$ cat config.mk
export PLATFORM = sky130hd
export DESIGN_NAME = wb_dma_chunk_xfer
export DESIGN_NICKNAME = d
export VERILOG_FILES = /design/src/rtl/wb_dma_chunk_xfer_pkg.sv /design/src/rtl/wb_dma_chunk_xfer_buf.sv /design/src/rtl/wb_dma_chunk_xfer.sv
export SDC_FILE = /design/constraint.sdc
export NUM_CORES = 1
export LEC_CHECK = 0
export BUFFER_PORTS_ARGS = -buffer_cell sky130_fd_sc_hd__buf_4
export CAP_MARGIN = 10
export CORE_MARGIN = 2
export CORE_UTILIZATION = 51
export CTS_CLUSTER_SIZE = 28
export DETAILED_ROUTE_END_ITERATION = 10
export PLACE_DENSITY = 0.69
export SYNTH_ARGS = -nofsm -noshare
export SYNTH_HDL_FRONTEND = slang
export SYNTH_SLANG_ARGS = --single-unit
$ cat constraint.sdc
create_clock -name clk -period 5.6 [get_ports clk]
set_clock_uncertainty 0.1 [all_clocks]
set_input_delay 0.84 -clock clk [delete_from_list [all_inputs] [get_ports clk]]
set_output_delay 0.84 -clock clk [all_outputs]
set_load 0.1 [all_outputs]
$ cat src/rtl/wb_dma_chunk_xfer_pkg.sv
// -----------------------------------------------------------------------------
// wb_dma_chunk_xfer_pkg
// Shared definitions for the chunk transfer engine: FSM state encodings,
// the per-word address step and a chunk-size legality helper.
// No ports (package).
// -----------------------------------------------------------------------------
package wb_dma_chunk_xfer_pkg;

    // Control FSM states: read burst, settle gap, write burst, settle gap.
    typedef enum logic [2:0] {
        CX_IDLE   = 3'd0,
        CX_RD     = 3'd1,
        CX_RD_GAP = 3'd2,
        CX_WR     = 3'd3,
        CX_WR_GAP = 3'd4
    } cx_state_t;

    // Byte distance between consecutive 32-bit words.
    localparam logic [31:0] ADR_STEP = 32'd4;

    // A chunk is legal when it holds at least one word and fits the buffer.
    function automatic logic sz_ok(input logic [31:0] sz, input int dl);
        return (sz != 32'd0) && (sz <= (32'd1 << dl));
    endfunction

endpackage

$ cat src/rtl/wb_dma_chunk_xfer_buf.sv
// -----------------------------------------------------------------------------
// wb_dma_chunk_xfer_buf
// 2**DL x 32 register file holding one chunk between the read and write
// bursts. Synchronous write, asynchronous read; contents are never reset.
// Ports:
//   clk    in  1    system clock
//   we     in  1    write enable
//   waddr  in  DL   write index
//   wdata  in  32   write data
//   raddr  in  DL   read index
//   rdata  out 32   read data (combinational)
// -----------------------------------------------------------------------------
module wb_dma_chunk_xfer_buf #(
    parameter int DL = 4
) (
    input  logic          clk,
    input  logic          we,
    input  logic [DL-1:0] waddr,
    input  logic [31:0]   wdata,
    input  logic [DL-1:0] raddr,
    output logic [31:0]   rdata
);

    logic [31:0] mem_r [2**DL];

    // Capture one read beat into the buffer.
    always_ff @(posedge clk) begin
        if (we) begin
            mem_r[waddr] <= wdata;
        end
    end

    assign rdata = mem_r[raddr];

endmodule

$ cat src/rtl/wb_dma_chunk_xfer.sv
// -----------------------------------------------------------------------------
// wb_dma_chunk_xfer
// Chunk engine in front of wb_dma_wb_mast: one accepted start reads up to
// 2**DL words from src_adr into a local buffer, then writes them to dst_adr,
// and ends with a one-cycle done (or err on a bus error) pulse.
// Ports:
//   clk, rst            clock, asynchronous active-high reset
//   start               1-cycle request, honoured only in IDLE with a legal size
//   src_adr, dst_adr    byte addresses, sampled on an accepted start
//   src_inc, dst_inc    1: address advances by 4 per word, 0: fixed
//   chunk_sz            words to move, 1..2**DL
//   busy, done, err     status (busy level, done/err pulses)
//   mast_go/we/adr      registered master controls
//   mast_din            write data = buffer[rd_ptr]
//   mast_dout/drdy/err  master read data, beat ack, bus error
//   mast_wait           combinational stb suppression on the final beat / error
// -----------------------------------------------------------------------------
module wb_dma_chunk_xfer
    import wb_dma_chunk_xfer_pkg::*;
#(
    parameter int DL = 4
) (
    input  logic          clk,
    input  logic          rst,
    input  logic          start,
    input  logic [31:0]   src_adr,
    input  logic [31:0]   dst_adr,
    input  logic          src_inc,
    input  logic          dst_inc,
    input  logic [DL:0]   chunk_sz,
    output logic          busy,
    output logic          done,
    output logic          err,
    output logic          mast_go,
    output logic          mast_we,
    output logic [31:0]   mast_adr,
    output logic [31:0]   mast_din,
    input  logic [31:0]   mast_dout,
    input  logic          mast_drdy,
    input  logic          mast_err,
    output logic          mast_wait
);

    localparam logic [DL:0]   CNT_ONE  = {{DL{1'b0}}, 1'b1};
    localparam logic [DL-1:0] PTR_ONE  = {{(DL-1){1'b0}}, 1'b1};
    localparam logic [DL-1:0] PTR_ZERO = {DL{1'b0}};

    cx_state_t     state_r, state_nxt_s;
    logic [DL:0]   cnt_r, sz_r;
    logic [DL-1:0] wr_ptr_r, rd_ptr_r;
    logic [31:0]   adr_r, dst_adr_r;
    logic          src_inc_r, dst_inc_r;
    logic          busy_r, done_r, err_r, go_r, we_r;
    logic          busy_nxt_s, done_nxt_s, err_nxt_s, go_nxt_s, we_nxt_s;
    logic          start_ok_s, last_s, beat_s, in_xfer_s, buf_we_s;

    assign start_ok_s = start && sz_ok({{(31-DL){1'b0}}, chunk_sz}, DL);
    assign last_s     = (cnt_r == CNT_ONE);
    // An error in the same cycle as an ack wins: the beat is not counted.
    assign beat_s     = mast_drdy && !mast_err;
    assign in_xfer_s  = (state_r == CX_RD) || (state_r == CX_WR);
    assign buf_we_s   = (state_r == CX_RD) && beat_s;

    // Drop the master's next stb after the final ack or on an error.
    assign mast_wait  = in_xfer_s && (mast_err || (mast_drdy && last_s));

    // State register.
    always_ff @(posedge clk or posedge rst) begin
        if (rst) begin
            state_r <= CX_IDLE;
        end else begin
            state_r <= state_nxt_s;
        end
    end

    // Next-state logic.
    always_comb begin
        state_nxt_s = state_r;
        case (state_r)
            CX_IDLE: begin
                if (start_ok_s) state_nxt_s = CX_RD;
                else            state_nxt_s = CX_IDLE;
            end
            CX_RD: begin
                if (mast_err)              state_nxt_s = CX_IDLE;
                else if (beat_s && last_s) state_nxt_s = CX_RD_GAP;
                else                       state_nxt_s = CX_RD;
            end
            CX_RD_GAP: state_nxt_s = CX_WR;
            CX_WR: begin
                if (mast_err)              state_nxt_s = CX_IDLE;
                else if (beat_s && last_s) state_nxt_s = CX_WR_GAP;
                else                       state_nxt_s = CX_WR;
            end
            CX_WR_GAP: state_nxt_s = CX_IDLE;
            default:   state_nxt_s = CX_IDLE;
        endcase
    end

    // Next values of the registered status and master control outputs.
    always_comb begin
        go_nxt_s   = go_r;
        we_nxt_s   = we_r;
        busy_nxt_s = busy_r;
        done_nxt_s = 1'b0;
        err_nxt_s  = 1'b0;
        case (state_r)
            CX_IDLE: begin
                if (start_ok_s) begin
                    go_nxt_s   = 1'b1;
                    we_nxt_s   = 1'b0;
                    busy_nxt_s = 1'b1;
                end else begin
                    go_nxt_s   = 1'b0;
                    we_nxt_s   = 1'b0;
                    busy_nxt_s = 1'b0;
                end
            end
            CX_RD, CX_WR: begin
                if (mast_err) begin
                    go_nxt_s   = 1'b0;
                    we_nxt_s   = 1'b0;
                    busy_nxt_s = 1'b0;
                    err_nxt_s  = 1'b1;
                end else if (beat_s && last_s) begin
                    go_nxt_s   = 1'b0;
                end else begin
                    go_nxt_s   = 1'b1;
                end
            end
            CX_RD_GAP: begin
                go_nxt_s = 1'b1;
                we_nxt_s = 1'b1;
            end
            CX_WR_GAP: begin
                go_nxt_s   = 1'b0;
                we_nxt_s   = 1'b0;
                busy_nxt_s = 1'b0;
                done_nxt_s = 1'b1;
            end
            default: begin
                go_nxt_s   = 1'b0;
                we_nxt_s   = 1'b0;
                busy_nxt_s = 1'b0;
            end
        endcase
    end

    // Output registers.
    always_ff @(posedge clk or posedge rst) begin
        if (rst) begin
            go_r   <= 1'b0;
            we_r   <= 1'b0;
            busy_r <= 1'b0;
            done_r <= 1'b0;
            err_r  <= 1'b0;
        end else begin
            go_r   <= go_nxt_s;
            we_r   <= we_nxt_s;
            busy_r <= busy_nxt_s;
            done_r <= done_nxt_s;
            err_r  <= err_nxt_s;
        end
    end

    // Address, word counter, buffer pointers and latched chunk configuration.
    always_ff @(posedge clk or posedge rst) begin
        if (rst) begin
            adr_r     <= 32'd0;
            cnt_r     <= {(DL+1){1'b0}};
            sz_r      <= {(DL+1){1'b0}};
            wr_ptr_r  <= PTR_ZERO;
            rd_ptr_r  <= PTR_ZERO;
            dst_adr_r <= 32'd0;
            src_inc_r <= 1'b0;
            dst_inc_r <= 1'b0;
        end else begin
            case (state_r)
                CX_IDLE: begin
                    if (start_ok_s) begin
                        adr_r     <= src_adr;
                        cnt_r     <= chunk_sz;
                        sz_r      <= chunk_sz;
                        wr_ptr_r  <= PTR_ZERO;
                        dst_adr_r <= dst_adr;
                        src_inc_r <= src_inc;
                        dst_inc_r <= dst_inc;
                    end
                end
                CX_RD: begin
                    if (beat_s) begin
                        wr_ptr_r <= wr_ptr_r + PTR_ONE;
                        cnt_r    <= cnt_r - CNT_ONE;
                        adr_r    <= adr_r + (src_inc_r ? ADR_STEP : 32'd0);
                    end
                end
                CX_RD_GAP: begin
                    adr_r    <= dst_adr_r;
                    cnt_r    <= sz_r;
                    rd_ptr_r <= PTR_ZERO;
                end
                CX_WR: begin
                    if (beat_s) begin
                        rd_ptr_r <= rd_ptr_r + PTR_ONE;
                        cnt_r    <= cnt_r - CNT_ONE;
                        adr_r    <= adr_r + (dst_inc_r ? ADR_STEP : 32'd0);
                    end
                end
                default: begin
                    adr_r <= adr_r;
                end
            endcase
        end
    end

    wb_dma_chunk_xfer_buf #(.DL(DL)) u_buf (
        .clk   (clk),
        .we    (buf_we_s),
        .waddr (wr_ptr_r),
        .wdata (mast_dout),
        .raddr (rd_ptr_r),
        .rdata (mast_din)
    );

    assign busy     = busy_r;
    assign done     = done_r;
    assign err      = err_r;
    assign mast_go  = go_r;
    assign mast_we  = we_r;
    assign mast_adr = adr_r;

endmodule
==> results.sh <==
export IMPL_outcome="complete, no violations"
export IMPL_yosys_cell_types_count=57
export IMPL_drv_cap=0
export IMPL_avgSynthCellArea_um2=16.23
export IMPL_cts_max_path_buffers=3
export IMPL_period_share=0.8341
export IMPL_grt_max_degree=69
export IMPL_ios=178
export IMPL_hold_viol=0
export IMPL_rsz0062_at_grt="no"
export IMPL_drc_errors=0
export IMPL_gp_congestion=0.8207
export IMPL_post_cts_buffers=0
export IMPL_worstSkewPairLatency_ns=0.63
export IMPL_tightest_slew_ns=1.236
export IMPL_grt_pass1_wl_mm=84.74
export IMPL_grt_pass1_vias=14250
export IMPL_synthFlopType="edfxtp_1"
export IMPL_fmax_mhz=214.1
export IMPL_ys_async_sr_fraction=0.1523
export IMPL_cellPowerDensity_nw_per_um2=487.0
export IMPL_arrival_ns=3.73
export IMPL_routed_via_density=5.980
export IMPL_ys_warn_count=0
export IMPL_antenna_left=0
export IMPL_cts_resized=0
export IMPL_clockRootBuffer="clkbuf_16"
export IMPL_htreeDepth=2
export IMPL_cts_sink_count=604
export IMPL_area_growth_pct=16.19
export IMPL_finalSetupViolCount=0
export IMPL_first_pass_iters=5
export IMPL_ir_worst_vdd_mv=0.5192
export IMPL_place_hpwl_mm=30.69
export IMPL_via_count=14022
export IMPL_synthesis_area_um2=24510
export IMPL_fin_setup_tns_ns=0
export IMPL_critPathLaunchType="flop"
export IMPL_nets=1796
export IMPL_mostFrequentLayoutCells="512 x edfxtp_1, 194 x buf_4, 176 x nand2_1"
export IMPL_clkTransAtPathRegs_ns=0.06
export IMPL_fin_crit_ns=4.671
export IMPL_switching_share=0.3620
export IMPL_final_cell_area_um2=28480
export IMPL_cts_tree="built"
export IMPL_final_max_slew_violation_count=0
export IMPL_critPathKind="reg2out"
export IMPL_mostFrequentLayoutCell="edfxtp_1"
export IMPL_combPwrFrac=0.296
export IMPL_slew_headroom=0.1762
export IMPL_yosysSeqAreaShare=0.7212
export IMPL_grt_overflow=0
export IMPL_drive_gt1_frac=0.2249
export IMPL_p_leak_nw=9.923
export IMPL_cts_hold_repair_buffers=0
export IMPL_diodes=0
export IMPL_die_y_um=223.2
export IMPL_io_buffers=177
export IMPL_switchingPower_mw=5.020
export IMPL_worstRegToRegCells=6
export IMPL_grtUsageTotal=0.2230
export IMPL_initial_core_util=0.5155
export IMPL_n_fill_cell=3491
export IMPL_placed_cell_area_um2=26460
export IMPL_placedCellCount=2231
export IMPL_power_frac_seq=0.409
export IMPL_antenna_found_initial=1
export IMPL_worstPathRequired_ns=4.66
export IMPL_ys_ff_latch=604
export IMPL_syn_nets=1628
export IMPL_first_iter_violations=1200
export IMPL_synth_edf_count=512
export IMPL_fin_cells=2345
export IMPL_synth_cells=1510
export IMPL_row_count=80
export IMPL_timing_critical_path_fanout_max=68
export IMPL_p_int_mw=8.847
export IMPL_wirelength_mm=54.89
export IMPL_core_um2=47550
export IMPL_hold_class="in2async"
export IMPL_clkPwrFrac=0.295
export IMPL_end_kind="output port"
export IMPL_cts_buffers=60
export IMPL_design_die_area_um2=49830
export IMPL_fp_dieW_um=223.2
export IMPL_avgRoutedWirePerCell_um=23.41
[power groups by stage]
stage                     Sequential (mW)  Clock (mW)  Combinational, mW
after floorplan                      6.36           0               2.47
after global placement               5.73           0               4.09
after detailed placement             5.75           0               4.13
after CTS                            5.67        4.16               4.13
after global routing                 5.72        4.32               4.34
final                                5.67        4.09               4.11
[synthesized netlist by cell type, drive strengths merged, types with 6 or more instances]
master | number | area [um2]
nand3 | 12 | 60.06
inv | 13 | 48.80
nor2 | 40 | 150.1
nand2 | 176 | 660.6
dfrtp | 92 | 2302
mux4 | 64 | 1441
a31oi | 6 | 37.54
mux2i | 128 | 1281
and4 | 11 | 96.34
a22oi | 49 | 367.9
edfxtp | 512 | 15370
nand4 | 11 | 81.32
a21oi | 21 | 105.1
nand2b | 7 | 43.79
a22o | 10 | 87.58
and2 | 14 | 87.58
a221oi | 78 | 700.7
o21ai | 85 | 425.4
nor3 | 18 | 105.1
clkbuf | 47 | 176.4
ha | 10 | 125.1
buf | 44 | 219.0
[critical path: stages, from the launching register on]
cell and delay [ns]:
dfrtp_4 1.16, and2_2 0.71, buf_4 0.44, a221oi_1 0.16, a22oi_1 0.21, nand2_1 0.13, buf_4 0.26
[sequential cells by signal (all words and copies together), names as in the netlist, 3 cells and up]
signal and count:
rd_ptr_r 4, state_r 3, cnt_r 5, dst_adr_r 32, wr_ptr_r 4, u_buf.mem_r 512
mast_adr 32, sz_r 5
[final timing paths]
check	from	to	slack [ns]
worst max-delay path	rd_ptr_r[1]	mast_din[12]	0.93
worst min-delay path	rst	dst_adr_r[31]	0.16
worst max register to register	state_r[2]	u_buf.mem_r[5][8]	2.01
worst min register to register	sz_r[1]	sz_r[1]	0.38
max in group asynchronous	rst	rd_ptr_r[0]	4.12
min in group clk	dst_adr[18]	dst_adr_r[18]	0.30
[metrics by stage]
step,setup slack [ns],utilization,hold slack [ns],total power [mW]
after floorplan,2.266,-,0.3401,8.833
after global placement,1.630,0.5565,0.3569,9.822
after detailed placement,1.566,0.5565,0.3629,9.874
after CTS,0.8699,0.5990,0.1632,13.96
after global routing,0.7066,0.5990,0.2012,14.38
final,0.9290,0.5990,0.1580,13.87
[layer usage]
metal	up-vias	global-route usage	part of all wire
met4	2	0.06452	0.024
met2	468	0.3752	0.50
met3	101	0.04596	0.067
met5	-	0	0.00029
li1	6352	-	-
met1	7099	0.2961	0.41
[kinds of logic after synthesis]
| group | share of synthesized area |
|---|---|
| buf+inv | 0.01812 |
| compound gates | 0.08101 |
| simple gates | 0.05977 |
| xor+xnor | 0.001430 |
| flops | 0.7212 |
| mux | 0.1134 |
| fa+ha+maj | 0.005105 |
[cell type report]
class | instances | area (um2) | area share
inverter | 13 | 51.30 | 0.001801
multi-input combinational | 802 | 6439 | 0.2261
sequential | 604 | 17680 | 0.6210
timing repair buffer | 197 | 1516 | 0.05325
clock inverter | 38 | 415.4 | 0.01459
tap | 615 | 769.5 | 0.02702
clock buffer | 76 | 1603 | 0.05628
(Power assumes the default switching activity.)
